### src/rtl/collision_event_scheduler_pkg.sv
// Shared types for the pinball collision event path: event source indices,
// scheduler FSM states and small bit-vector helpers.
package pinball_pkg;

  localparam int NUM_EVT = 6;

  typedef enum logic [2:0] {
    EVT_BOTTOM   = 3'd0,
    EVT_OBSTACLE = 3'd1,
    EVT_FLIPPER  = 3'd2,
    EVT_TOP      = 3'd3,
    EVT_LEFT     = 3'd4,
    EVT_RIGHT    = 3'd5
  } evt_id_t;

  typedef enum logic {
    S_IDLE  = 1'b0,
    S_OFFER = 1'b1
  } sched_state_t;

  // Lowest set index wins: bottom border (life lost) outranks everything.
  function automatic evt_id_t lowest_set(input logic [NUM_EVT-1:0] v);
    evt_id_t r;
    r = EVT_BOTTOM;
    for (int i = NUM_EVT - 1; i >= 0; i--) begin
      if (v[i]) r = evt_id_t'(3'(i));
    end
    return r;
  endfunction

  function automatic logic [3:0] popcount(input logic [NUM_EVT-1:0] v);
    logic [3:0] c;
    c = '0;
    for (int i = 0; i < NUM_EVT; i++) c = c + {3'b000, v[i]};
    return c;
  endfunction

endpackage

### src/rtl/collision_event_scheduler_if.sv
// Event delivery bus between the scheduler (master) and the game controller
// (slave): valid/ready handshake plus pending/statistics status.
interface collision_event_scheduler_if;
  import pinball_pkg::*;

  logic               evt_valid;
  logic [2:0]         evt_id;
  logic               evt_ready;
  logic [NUM_EVT-1:0] evt_pending;
  logic [7:0]         drop_count;

  modport master (
    output evt_valid, evt_id, evt_pending, drop_count,
    input  evt_ready
  );

  modport slave (
    input  evt_valid, evt_id, evt_pending, drop_count,
    output evt_ready
  );
endinterface

### src/rtl/collision_event_scheduler_cooldown_counter.sv
// Per-source cooldown: 4-bit counter with clear, load and a decrement that
// fires once per frame and stops at zero. Clear beats load beats decrement.
module cooldown_counter (
  input  logic       clk,
  input  logic       resetN,
  input  logic       clear,
  input  logic       load,
  input  logic [3:0] load_val,
  input  logic       dec,
  output logic [3:0] count
);

  // Counter register with clear > load > frame decrement priority.
  always_ff @(posedge clk or negedge resetN) begin
    if (!resetN) begin
      count <= '0;
    end else if (clear) begin
      count <= '0;
    end else if (load) begin
      count <= load_val;
    end else if (dec && (count != 4'd0)) begin
      count <= count - 4'd1;
    end
  end

endmodule

### src/rtl/collision_event_scheduler.sv
// Collision event scheduler: latches collision pulses during a scan, commits
// them at start of frame and delivers them one at a time, lowest index first.
// A per-source cooldown blocks re-capture while the ball still overlaps.
// Optional feature macro: COLL_EVT_STATS_EN builds the saturating drop_count
// statistic; without it drop_count is constant zero.
module collision_event_scheduler
  import pinball_pkg::*;
#(
  parameter int COOLDOWN_FRAMES = 4
) (
  input  logic                        clk,
  input  logic                        resetN,
  input  logic                        startOfFrame,
  input  logic                        pause,
  input  logic                        reset_level,
  input  logic [NUM_EVT-1:0]          coll_in,
  collision_event_scheduler_if.master evt
);

  logic [NUM_EVT-1:0] hit_lat;
  logic [NUM_EVT-1:0] pend;
  logic [NUM_EVT-1:0] cd_zero;
  logic [NUM_EVT-1:0] capture;
  logic [NUM_EVT-1:0] accept_mask;
  logic [NUM_EVT-1:0] pend_kept;
  logic [3:0]         cooldown [NUM_EVT];
  logic [2:0]         evt_id_q;
  logic               valid;
  logic               accept;
  logic               offer_start;
  sched_state_t       state;
  sched_state_t       state_next;

  for (genvar g = 0; g < NUM_EVT; g++) begin : g_cd
    cooldown_counter u_cd (
      .clk      (clk),
      .resetN   (resetN),
      .clear    (reset_level),
      .load     (accept_mask[g]),
      .load_val (4'(COOLDOWN_FRAMES)),
      .dec      (startOfFrame),
      .count    (cooldown[g])
    );
    assign cd_zero[g] = (cooldown[g] == 4'd0);
  end

  assign capture     = pause ? '0 : (coll_in & cd_zero);
  assign accept      = valid & evt.evt_ready;
  assign accept_mask = accept ? ({{(NUM_EVT-1){1'b0}}, 1'b1} << evt_id_q) : '0;
  assign pend_kept   = pend & ~accept_mask;

  // Per-frame hit latch: sticky within a frame, restarts at start of frame.
  always_ff @(posedge clk or negedge resetN) begin
    if (!resetN)            hit_lat <= '0;
    else if (reset_level)   hit_lat <= '0;
    else if (startOfFrame)  hit_lat <= capture;
    else                    hit_lat <= hit_lat | capture;
  end

  // Committed events: accepted bit drops out, frame commit merges the latch.
  always_ff @(posedge clk or negedge resetN) begin
    if (!resetN)            pend <= '0;
    else if (reset_level)   pend <= '0;
    else if (startOfFrame)  pend <= pend_kept | hit_lat;
    else                    pend <= pend_kept;
  end

  // Delivery FSM state register.
  always_ff @(posedge clk or negedge resetN) begin
    if (!resetN) state <= S_IDLE;
    else         state <= state_next;
  end

  // Delivery FSM next state; every accept returns through IDLE.
  always_comb begin
    state_next = state;
    case (state)
      S_IDLE:  if ((pend != '0) && !pause) state_next = S_OFFER;
      S_OFFER: if (evt.evt_ready)          state_next = S_IDLE;
      default: state_next = S_IDLE;
    endcase
    if (reset_level) state_next = S_IDLE;
  end

  // Delivery FSM outputs.
  always_comb begin
    valid       = (state == S_OFFER);
    offer_start = (state == S_IDLE) && (state_next == S_OFFER);
  end

  // Offered id is captured once on entry to OFFER and held until accepted.
  always_ff @(posedge clk or negedge resetN) begin
    if (!resetN)          evt_id_q <= '0;
    else if (offer_start) evt_id_q <= lowest_set(pend);
  end

  assign evt.evt_valid   = valid;
  assign evt.evt_id      = evt_id_q;
  assign evt.evt_pending = pend;

`ifdef COLL_EVT_STATS_EN
  logic [NUM_EVT-1:0] coalesced;
  logic [7:0]         drop_q;

  function automatic logic [7:0] sat_add8(input logic [7:0] a, input logic [3:0] b);
    logic [8:0] s;
    s = {1'b0, a} + {5'b00000, b};
    return s[8] ? 8'hFF : s[7:0];
  endfunction

  // A hit whose source is still pending at commit merges into that event.
  assign coalesced = (startOfFrame && !reset_level) ? (pend_kept & hit_lat) : '0;

  // Saturating count of coalesced hits; survives reset_level.
  always_ff @(posedge clk or negedge resetN) begin
    if (!resetN)         drop_q <= '0;
    else if (|coalesced) drop_q <= sat_add8(drop_q, popcount(coalesced));
  end

  assign evt.drop_count = drop_q;
`else
  assign evt.drop_count = '0;
`endif

endmodule
### src/flat_wrapper.sv
// flat-port wrapper written by rule: the top's interface ports become plain ports
module collision_event_scheduler_flat import pinball_pkg::*;
#(
  parameter int COOLDOWN_FRAMES = 4
)
  (clk, resetN, startOfFrame, pause, reset_level, coll_in, evt_evt_valid, evt_evt_id, evt_evt_pending, evt_drop_count, evt_evt_ready);
  collision_event_scheduler_if evt_i ();
  input  logic clk;
  input  logic resetN;
  input  logic startOfFrame;
  input  logic pause;
  input  logic reset_level;
  input  logic [NUM_EVT-1:0] coll_in;
  output wire logic [$bits(evt_i.evt_valid)-1:0] evt_evt_valid;
  output wire logic [$bits(evt_i.evt_id)-1:0] evt_evt_id;
  output wire logic [$bits(evt_i.evt_pending)-1:0] evt_evt_pending;
  output wire logic [$bits(evt_i.drop_count)-1:0] evt_drop_count;
  input wire logic [$bits(evt_i.evt_ready)-1:0] evt_evt_ready;
  assign evt_evt_valid = evt_i.evt_valid;
  assign evt_evt_id = evt_i.evt_id;
  assign evt_evt_pending = evt_i.evt_pending;
  assign evt_drop_count = evt_i.drop_count;
  assign evt_i.evt_ready = evt_evt_ready;
  collision_event_scheduler #(.COOLDOWN_FRAMES(COOLDOWN_FRAMES)) u_core (.clk(clk), .resetN(resetN), .startOfFrame(startOfFrame), .pause(pause), .reset_level(reset_level), .coll_in(coll_in), .evt(evt_i));
endmodule
### config.mk
export PLATFORM = sky130hd
export DESIGN_NAME = collision_event_scheduler_flat
export DESIGN_NICKNAME = d
export VERILOG_FILES = /design/src/rtl/collision_event_scheduler_pkg.sv /design/src/rtl/collision_event_scheduler_if.sv /design/src/rtl/collision_event_scheduler_cooldown_counter.sv /design/src/rtl/collision_event_scheduler.sv /design/src/flat_wrapper.sv
export SDC_FILE = /design/constraint.sdc
export NUM_CORES = 1
export LEC_CHECK = 0
export BUFFER_PORTS_ARGS = -buffer_cell sky130_fd_sc_hd__buf_2
export CAP_MARGIN = 0
export CORE_ASPECT_RATIO = 0.75
export CORE_MARGIN = 5
export CORE_UTILIZATION = 50
export CTS_CLUSTER_DIAMETER = 40
export DETAILED_ROUTE_END_ITERATION = 16
export PLACE_DENSITY = 0.82
export SYNTH_ARGS = -nofsm -noshare
export SYNTH_HDL_FRONTEND = slang
export SYNTH_HIERARCHICAL = 1
export SYNTH_SLANG_ARGS = --single-unit
### constraint.sdc
create_clock -name clk -period 4.75 [get_ports clk]
set_clock_uncertainty 0.2 [all_clocks]
set_input_delay 0.475 -clock clk [delete_from_list [all_inputs] [get_ports clk]]
set_output_delay 0.475 -clock clk [all_outputs]
set_load 0.01 [all_outputs]
After elaboration in Yosys (flattened, before gate mapping). Cells that the tools add are included.

Register bits: 40. Input port bits: 12. Logic and storage cells: 86.

Add/subtract/negate cells: 6. Shift operators: 1. Muxes and demuxes: 34. Bitwise logic cells: 7. Reductions and logical operators: 28.

Operator list (count): two-way mux 4 bit (18); two-way mux 6 bit (6); zero test 4 bit (6); nonzero test 4 bit (6); subtractor 4 x 1 -> 4 bit (second input constant) (6); two-way mux 3 bit (6); nonzero test 3 bit (6); bitwise AND 6 bit (2); OR 6 bit (2); logical AND 1 bit (8); inverter 6 bit (1); nonzero test 6 bit (1); << shifter 1 x 3 -> 6 bit (first input constant) (1); two-way mux 1 bit (3); case mux 1 bit (2 select lines) (1); bitwise AND 1 bit (1); zero test 1 bit (1); inverter 1 bit (1).

Logic depth before layout (Yosys ltp). Gate-level depths: netlist (run 1).

Depth in word-level cells: 7. Depth in mapped cells: 5. Depth with buffers taken out: 5.

By module. Netlist (run 1), hierarchy kept.

By module, submodules not included: cooldown_counter (times used 6, cells each 29, area an instance 291.5 um^2, seq. area each 100.1 um^2); collision_event_scheduler (times used 1, cells each 98, area an instance 923.4 um^2, seq. area each 400.4 um^2).

Worst setup path after synthesis (run 1). OpenSTA, ideal clock, no wires.

Kind: register -> register. Start point: reg u_core.state (netlist: u_core/evt.evt_valid). End point: reg u_core.g_cd[2].u_cd.count[1]. Data arrival time: 1.589 ns. Data required time: 4.424 ns. Setup slack: 2.835 ns. Cell stages (with the launch flop): 5. Clock period less this slack: 1.915 ns. Cell sequence: dfrtp_1 -> nand3_1 -> nor3_1 -> nor3_1 -> a311o_1.

Word-level cells in the longest chain between the ends: 4. Elaborated cells on any way between the ends: 5. Classes of those cells: 3 x mux; 1 x bitwise; 1 x reduce/logical.

Ends and longest elaborated chain: start, declared (RTL line collision_event_scheduler.sv:31) `sched_state_t state;`; start signal, assigned (RTL line collision_event_scheduler.sv:71) `else state <= state_next;`; bitwise AND 1 bit (*) (RTL line collision_event_scheduler.sv:48) `assign accept = valid & evt.evt_ready;`; two-way mux 6 bit (*) (RTL line collision_event_scheduler.sv:49) `assign accept_mask = accept ? ({{(NUM_EVT-1){1'b0}}, 1'b1} << evt_id_q) : '0;`; net u_core.accept_mask[2] (RTL line collision_event_scheduler.sv:24) `logic [NUM_EVT-1:0] accept_mask;`; two-way mux 4 bit (RTL line collision_event_scheduler_cooldown_counter.sv:19) `end else if (load) begin`; two-way mux 4 bit (RTL line collision_event_scheduler_cooldown_counter.sv:17) `end else if (clear) begin`; end signal, assigned (RTL line collision_event_scheduler_cooldown_counter.sv:20) `count <= load_val;`; end signal, assigned (RTL line collision_event_scheduler_cooldown_counter.sv:22) `count <= count - 4'd1;`; end, declared (RTL line collision_event_scheduler_cooldown_counter.sv:10) `output logic [3:0] count`.

The timed path passes the listed nets; every way through them passes the cells marked *. A chain may end at the register's enable or synchronous reset.

Worst setup path after layout (run 1).
Start point: reg u_core.state (netlist: u_core/evt.evt_valid). End point: reg u_core.g_cd[2].u_cd.count[2].

Same word-level chain as after synthesis.

==> out/metrics.csv, run 1 <==
metric;value;unit
main combinational cell family by area after synthesis;simple AND/OR/NAND/NOR gates;
initial antenna violation count;0;
critical path, cell by cell;nand3_1 > nor3_1 > inv_1 > nand3_1 > a31oi_1;
Post-Syn Area;0.00267;mm2
Max clock buf depth;2;
Die Wd;94.4;um
Yosys cell types;32;
total CTS buffers;5;
Post-Synth XOR/XNOR Area;0;
final hold vios;0;
Post CTS Setup Buffer Count;0;
Finished Layout Cells;396;
Hold WS;109;ps
Final Max Tran Viols;0;
cells taking the most area after synthesis;dfrtp_1, a2111oi_4, ha_1, nor2_1, nor4b_2;
Syn Area/Cell;9.83;um2
largest net degree at the start of global routing;55;
port bufs;21;
Max Cap Viol;0;
R2R cell count;5;
WL/cell;14.1;um
CORE AREA;0.00527;mm2
vias;2132;
Nets;345;
Post-synth EDFFs;0;
origin of the critical flop-to-flop path;u_core/evt.evt_valid;
antenna-violating nets left;0;
post-detail-place hpwl;3850;um
R2R Setup Slk;2610;ps
hold buffer count at cts;0;
grt total ovfl;0;
Post-Place Cells;389;
FP Rows;23;
worst-margin pin slew;1040;ps
die height;73.3;um
relative slew slack;0.310;
most common cell in the synthesized netlist;dfrtp_1;
Max VDD drop;326;uV
total negative setup slack;0;ps
post-CTS sizing;0;
async set-or-reset flop fraction in the synthesized netlist;1.00;
via-per-instance ratio;5.38;
clk_lat worst skew;290;ps
starting density of the core;0.507;
Largest stage delay, worst path;570;ps
worst r2r dst;u_core/g_cd[2].u_cd/count[2];
area fraction of the dominant cell type after synthesis;0.375;
DRT Wirelength;5580;um
Tcrit/Tclk final;0.451;
ratio of cells with drive above 1 in the final layout;0.162;
1st-iter DRT viols;149;
Leak;1.25;nW
DRT Pass-1 Iters;4;
most area-hungry cell type in the Yosys netlist;dfrtp_1;
adder-cell share of the synthesized area;0.0562;
Synth warnings;6;
gr usage total;0.171;
Yosys reg bits;40;
CP top delay family;simple AND/OR/NAND/NOR gates;
total clock sinks;40;
clock root buffer;clkbuf_8;
CP most frequent cell;nand3_1;
PD cells;517;mW/mm2
Worst EP arrival;2100;ps
fmax;0.467;GHz
RSZ-0062 raised after global routing;false;
first-pass GRT wire length;9230;um
Main synth FF type;dfrtp_1;
die area;0.00692;mm2
io pins;30;
startpoint types;flop;
CTS tree;done;
Synth top cells by count;dfrtp_1, nor2_1, inv_1;
clk slew on worst S/H paths;80;ps
RePlAce Congestion;0.812;
CP Capture Type;flop;
CP max stage cell;nor3_1;
sequential-to-total area share from yosys stat;0.375;
ANT cells;0;
CP required;4710;ps
Post-Synth Simple-Gate Area;0.268;
Hold Crit Class;primary input to async pin;
Mapped Cells;272;
post-layout min period;2140;ps
post-synthesis compound-gate area fraction;0.208;
WP buf/inv;1;
status;finished, final reports clean;
Max Fanout on Critical Path;7;
Worst path depth;5;
Setup-failing EPs final;0;
multiplexer area fraction after synthesis;0.0356;
CTS H-tree depth;2;
vias in the first global route;1948;
Overall Power;1.56;mW
Setup CP Type;flop to flop;
drt drc;0;
Area growth, synth to finish;13.0;%
==> cell families after synthesis <==
| family | after synthesis |
|---|---|
| buf+inv | 31 |
| mux | 9 |
| fa+ha+maj | 12 |
| compound gates | 59 |
| flops | 40 |
| other cells | 2 |
| simple gates | 119 |
==> cell type report <==
| class | instances | area (um2) |
|---|---|---|
| inverter | 21 | 78.8 |
| timing repair buffer | 22 | 113 |
| clock buffer | 7 | 96.3 |
| tap | 75 | 93.8 |
| fill | 490 | 2250 |
| multi-input combinational | 231 | 1640 |
| sequential | 40 | 1000 |
==> layer usage <==
metal | up-vias | wire, um | share of wire | GRT usage
li1 | 1064 | - | - | -
met1 | 1014 | 2730 | 0.49 | 0.244
met2 | 47 | 2470 | 0.44 | 0.263
met3 | 7 | 323 | 0.058 | 0.0420
met4 | 0 | 55 | 0.0099 | 0.0433
met5 | - | 0 | 0 | 0
==> worst register-to-register path, stage by stage, from the launching register on <==
cell and delay (ps):
dfrtp_1 510, nand3_1 210, nor3_1 570, inv_1 270, nand3_1 140, a31oi_1 90
==> stage by stage <==
stage                      util  worst slack (ps)  area, um2
after global routing      0.574              2370       3020
after CTS                 0.574              2610       3020
after detailed placement  0.555              2440       2920
final                     0.574              2610       3020
after floorplan               -              2830       2790
after global placement    0.555              2480       2920
==> flip-flops by register name (all words and copies together), names as in the netlist <==
| signal | count |
|---|---|
| u_core/evt.evt_valid | 1 |
| u_core/g_cd.u_cd/count | 24 |
| u_core/hit_lat | 6 |
| u_core/evt.evt_id | 3 |
| u_core/evt.evt_pending | 6 |
==> worst max-delay path by stage <==
stage	startpoint	end	slack (ps)
finish	u_core/evt.evt_valid	u_core/g_cd[2].u_cd/count[2]	2610
global route	u_core/evt.evt_valid	u_core/g_cd[0].u_cd/count[3]	2370
CTS	u_core/evt.evt_valid	u_core/g_cd[2].u_cd/count[2]	2610
detailed placement	startOfFrame	u_core/g_cd[3].u_cd/count[3]	2440
global placement	startOfFrame	u_core/g_cd[2].u_cd/count[3]	2480
floorplan	u_core/evt.evt_valid	u_core/g_cd[2].u_cd/count[1]	2830
==> layout by cell type, fill, tap and decap left out, types with 9 or more instances in the layout <==
master   synthesis  layout
conb_1           2      32
inv_1           21      21
buf_2            0      21
dfrtp_1         40      40
ha_1            12      12
nor3_1           9       9
nand2_1         18      18
nor2_1          30      30
a21oi_1         13      13
nand3_1         13      13
==> power breakdown <==
part           total, mW  leakage, nW  switching [mW]  internal [mW]
sequential         0.572        0.544           0.130          0.443
clock              0.248       0.0503           0.119          0.129
combinational      0.741        0.654           0.378          0.363
(Power assumes the default switching activity.)
==> inputs of run 2 (changes only) <==
ABC_AREA = 1   (was unset)
PLACE_DENSITY = 0.85   (was 0.82)
clock period = 1.95 ns   (was 4.75 ns; I/O delays follow)
==> out/metrics.csv, run 2 <==
metric;value;unit
Yosys cell types;23;
starting density of the core;0.523;
CP required;1940;ps
Clk network pwr share;0.178;
Post-Syn Area;0.00259;mm2
Max Fanout on Critical Path;8;
startpoint types;flop;
total clock sinks;40;
Largest Register;u_core/g_cd.u_cd/count;
Setup CP Type;flop to flop;
DP Area;0.00285;mm2
Syn Area/Cell;7.43;um2
final hold vios;0;
most common cell in the synthesized netlist;nand2_1;
Place WS;86.7;ps
RSZ-0062 raised after global routing;false;
cells taking the most area after synthesis;dfrtp_1, nand2_1, nor2_1, inv_1, ha_1;
design area;0.00304;mm2
Nets;432;
initial antenna violation count;0;
Seq pwr share;0.339;
drt drc;0;
gr usage total;0.193;
PD cells;1270;mW/mm2
first-pass GRT wire length;10300;um
grt total ovfl;0;
io pins;30;
Max clock buf depth;2;
Area growth, synth to finish;17.2;%
Tcrit/Tclk final;0.903;
Setup-failing EPs final;0;
most common cell after layout, fill and taps aside;nand2_1;
antenna-violating nets left;0;
Mapped Cells;349;
relative slew slack;0.657;
via-per-instance ratio;5.17;
most area-hungry cell type in the Yosys netlist;dfrtp_1;
area fraction of the dominant cell type after synthesis;0.386;
port bufs;21;
multi-input logic area;0.00148;mm2
fin worst setup slack;190;ps
CTS H-tree depth;2;
Hold Crit Class;primary input to flop;
clock root buffer;clkbuf_8;
RePlAce Congestion;0.864;
net switching power;1.68;mW
ANT cells;0;
Main synth FF type;dfrtp_1;
ratio of cells with drive above 1 in the final layout;0.139;
CP Capture Type;flop;
sequential-to-total area share from yosys stat;0.386;
Yosys reg bits;40;
most frequent cells in the layout;nand2_1, nor2_1, inv_1, dfrtp_1, conb_1;
Max VDD drop;628;uV
clk slew on worst S/H paths;80;ps
total CTS buffers;5;
Switching Fraction;0.435;
clk_lat worst skew;300;ps
vias;2425;
total negative setup slack;0;ps
1st-iter DRT viols;185;
Max Cap Viol;0;
WL/cell;12.8;um
FF+latch area;0.00100;mm2
fmax;0.568;GHz
Post-synth EDFFs;0;
worst-margin pin slew;514;ps
vias in the first global route;2359;
Synth warnings;6;
largest net degree at the start of global routing;27;
Largest register FFs;24;
Comb pwr share;0.483;
Worst EP arrival;1750;ps
Synth top cells by count;nand2_1, nor2_1, inv_1;
async set-or-reset flop fraction in the synthesized netlist;1.00;
CORE AREA;0.00495;mm2
Die Wd;93.1;um
post-detail-place hpwl;4490;um
number of fill cells;428;
Leak;1.49;nW
Post CTS Setup Buffer Count;0;
FP Rows;22;
post-layout min period;1760;ps
die height;72.4;um
Internal Power;2.17;mW
DRT Wirelength;6010;um
CTS tree;done;
Final Max Tran Viols;0;
DRT Pass-1 Iters;5;
die area;0.00674;mm2
status;finished, final reports clean;
-- run 2: repair_timing --
item                                    in CTS  in global routing
endpoints found under the hold margin       46                  0
endpoints found under the setup margin       0                 11
resized for setup                            0                  3
hold buffers                                 7                  0
-- run 2: layer usage --
| layer | global-route usage | part of all wire | up-vias |
|---|---|---|---|
| met4 | 0.0829 | 0.016 | 0 |
| met2 | 0.313 | 0.47 | 80 |
| met3 | 0.0373 | 0.057 | 10 |
| met1 | 0.254 | 0.46 | 1119 |
| met5 | 0 | 0 | - |
| li1 | - | - | 1216 |
-- run 2: worst max-delay path: stages (launching register included) --
cell and delay (ps):
dfrtp_1 420, or2_4 320, nor2_1 180, inv_1 160
or2_1 230, nand3_1 80, o21bai_1 60
-- run 2: cell type report --
| type | count | area share |
|---|---|---|
| flip-flops and latches | 40 | 0.329 |
| repair buffers | 32 | 0.0717 |
| clock inverters | 2 | 0.0115 |
| inverters | 41 | 0.0507 |
| clock buffers | 6 | 0.0239 |
| well taps | 60 | 0.0247 |
| multi-input cells | 288 | 0.488 |
-- run 2: worst paths after layout --
path,depth (start not counted),end,startpoint,slack [ps]
worst max-delay path,6,u_core/g_cd[3].u_cd/count[3],u_core/evt.evt_id[2],190
worst min-delay path,4,u_core/evt.evt_valid,evt_evt_ready,20
worst max register to register,6,u_core/g_cd[3].u_cd/count[3],u_core/evt.evt_id[2],190
worst min register to register,2,u_core/evt.evt_pending[0],u_core/hit_lat[0],330
max in group asynchronous,3,u_core/g_cd[0].u_cd/count[0],resetN,920
min in group asynchronous,2,u_core/evt.evt_id[0],resetN,150
-- run 2: per-stage QoR --
| step | power [mW] | hold WS (ps) | std cells | util |
|---|---|---|---|---|
| 5_1_grt | 4.21 | 26.0 | 469 | 0.613 |
| 6_report | 3.85 | 21.4 | 469 | 0.613 |
| 3_3_place_gp | 3.02 | -38.2 | 454 | 0.576 |
| 3_5_place_dp | 3.13 | -40.9 | 454 | 0.576 |
| 4_1_cts | 3.83 | 0.478 | 469 | 0.612 |
| 2_1_floorplan | 2.68 | -301 | 379 | - |
-- run 2: power by group through the flow --
stage	clock, mW	sequential [mW]	combinational, mW
after global placement	0	1.30	1.72
after floorplan	0	1.29	1.39
after detailed placement	0	1.32	1.81
final	0.684	1.31	1.86
after CTS	0.699	1.30	1.83
after global routing	0.735	1.34	2.14
-- run 2: cells by family (layout without fill, tap and decap cells) --
| family | Yosys count | in the layout | synth area share |
|---|---|---|---|
| simple gates | 166 | 166 | 0.282 |
| other cells | 2 | 32 | 0.00290 |
| flops | 40 | 40 | 0.386 |
| buf+inv | 51 | 81 | 0.0883 |
| xor+xnor | 6 | 6 | 0.0203 |
| fa+ha+maj | 12 | 12 | 0.0579 |
| compound gates | 72 | 72 | 0.162 |
==> inputs of run 3 (changes only) <==
CTS_BUF_LIST = sky130_fd_sc_hd__clkbuf_8   (was unset)
==> out/metrics.csv, run 3 (same netlist as run 2, synthesis figures left out) <==
metric;value;unit
final hold vios;0;
number of fill cells;428;
post-layout min period;1760;ps
Worst Min Path Start;evt_evt_ready;
CP max stage cell;dfrtp_1;
Comb pwr share;0.484;
via-per-instance ratio;5.19;
Setup CP Type;flop to flop;
Overall Power;3.83;mW
Worst EP arrival;1740;ps
first-pass GRT wire length;10300;um
Switching Fraction;0.434;
CP Capture Type;flop;
FP Rows;22;
status;finished, final reports clean;
Max Fanout on Critical Path;8;
gr usage total;0.193;
clk_lat worst skew;300;ps
initial antenna violation count;0;
ANT cells;0;
CORE AREA;0.00495;mm2
Largest Register;u_core/g_cd.u_cd/count;
vias in the first global route;2359;
post-detail-place hpwl;4490;um
net switching power;1.67;mW
Max VDD drop;625;uV
Max clock buf depth;2;
R2R cell count;6;
total CTS buffers;5;
PD cells;1260;mW/mm2
FF+latch area;0.00100;mm2
clock root buffer;clkbuf_8;
die height;72.4;um
worst-margin pin slew;528;ps
Largest register FFs;24;
Nets;432;
Cells on Worst Hold Path;4;
total clock sinks;40;
Die Wd;93.1;um
DRT Pass-1 Iters;5;
fmax;0.569;GHz
largest net degree at the start of global routing;27;
CP required;1930;ps
CTS tree;done;
R2R Setup Slk;190;ps
starting density of the core;0.523;
drt drc;0;
antenna-violating nets left;0;
ratio of cells with drive above 1 in the final layout;0.139;
Internal Power;2.17;mW
total negative setup slack;0;ps
RePlAce Congestion;0.864;
Post CTS Setup Buffer Count;0;
DRT Wirelength;5980;um
Hold Crit Class;primary input to flop;
Largest stage delay, worst path;420;ps
Final Max Tran Viols;0;
Leak;1.49;nW
Max Cap Viol;0;
startpoint types;flop;
relative slew slack;0.648;
CTS H-tree depth;2;
io pins;30;
Seq pwr share;0.341;
origin of the critical flop-to-flop path;u_core/evt.evt_id[2];
WL/cell;12.7;um
RSZ-0062 raised after global routing;false;
Tcrit/Tclk final;0.902;
grt total ovfl;0;
vias;2433;
port bufs;21;
1st-iter DRT viols;176;
worst r2r dst;u_core/g_cd[1].u_cd/count[3];
Hold Path End;u_core/evt.evt_valid;
Final Core Density;0.613;
die area;0.00674;mm2
clk slew on worst S/H paths;80;ps
most frequent cells in the layout;nand2_1, nor2_1, inv_1, dfrtp_1, conb_1;
multi-input logic area;0.00148;mm2
critical path, cell by cell;or2_4 > nor2_1 > inv_1 > or2_1 > nand3_1 > o21bai_1;
most common cell after layout, fill and taps aside;nand2_1;
Setup-failing EPs final;0;
Clk network pwr share;0.176;
Area growth, synth to finish;17.2;%
[run 3: cell count changes in the layout (fill, tap and decap cells not counted)]
cell | before | now
clkbuf_1 | 1 | 0
inv_1 | 41 | 42
[run 3: area by class of cell]
| class | count | share of cell area |
|---|---|---|
| multi-input combinational | 288 | 0.488 |
| clock buffer | 5 | 0.0227 |
| inverter | 41 | 0.0507 |
| clock inverter | 3 | 0.0128 |
| timing repair buffer | 32 | 0.0717 |
| tap | 60 | 0.0247 |
| sequential | 40 | 0.329 |
[run 3: power by group through the flow]
stage	registers [mW]	logic (mW)	clock network (mW)
5_1_grt	1.34	2.14	0.730
2_1_floorplan	1.29	1.39	0
6_report	1.31	1.86	0.673
4_1_cts	1.30	1.83	0.694
3_5_place_dp	1.32	1.81	0
3_3_place_gp	1.30	1.72	0
[run 3: how the worst max path moves through the flow]
stage | slack (ps) | from | cells past startpoint | to
after floorplan | 190 | u_core/evt.evt_valid | 8 | u_core/g_cd[1].u_cd/count[3]
after global placement | 160 | u_core/evt.evt_id[2] | 6 | u_core/g_cd[0].u_cd/count[3]
after detailed placement | 90 | u_core/evt.evt_id[2] | 6 | u_core/g_cd[2].u_cd/count[3]
after CTS | 50 | u_core/evt.evt_id[2] | 6 | u_core/g_cd[0].u_cd/count[3]
after global routing | 40 | u_core/evt.evt_id[2] | 6 | u_core/g_cd[3].u_cd/count[3]
final | 190 | u_core/evt.evt_id[2] | 6 | u_core/g_cd[1].u_cd/count[3]
[run 3: repair_timing]
action | 4_1_cts | 5_1_grt
resized for setup | 0 | 3
hold buffers | 7 | 0
endpoints found under the hold margin | 46 | 0
endpoints found under the setup margin | 0 | 11
[run 3: stage by stage]
| step | cells | hold WS [ps] | setup WS, ps | area [um2] |
|---|---|---|---|---|
| 2_1_floorplan | 379 | -301 | 186 | 2710 |
| 3_5_place_dp | 454 | -40.9 | 86.7 | 2850 |
| 6_report | 469 | 22.5 | 191 | 3040 |
| 4_1_cts | 469 | 0.478 | 54.8 | 3030 |
| 3_3_place_gp | 454 | -38.2 | 165 | 2850 |
| 5_1_grt | 469 | 26.0 | 42.5 | 3040 |
[run 3: layer usage]
metal,track usage,vias up,share of wire
met4,0.0829,0,0.018
met5,0,-,0
met3,0.0373,10,0.071
met2,0.313,81,0.46
met1,0.254,1127,0.45
li1,-,1215,-
[run 3: worst max-delay path, delay by kind of cell (launching register included)]
family / cells / cell delay, ps
flip-flops: 1 / 420
AO/OA/AOI/OAI: 1 / 60
buffers and inverters: 1 / 150
AND/OR/NAND/NOR: 4 / 800
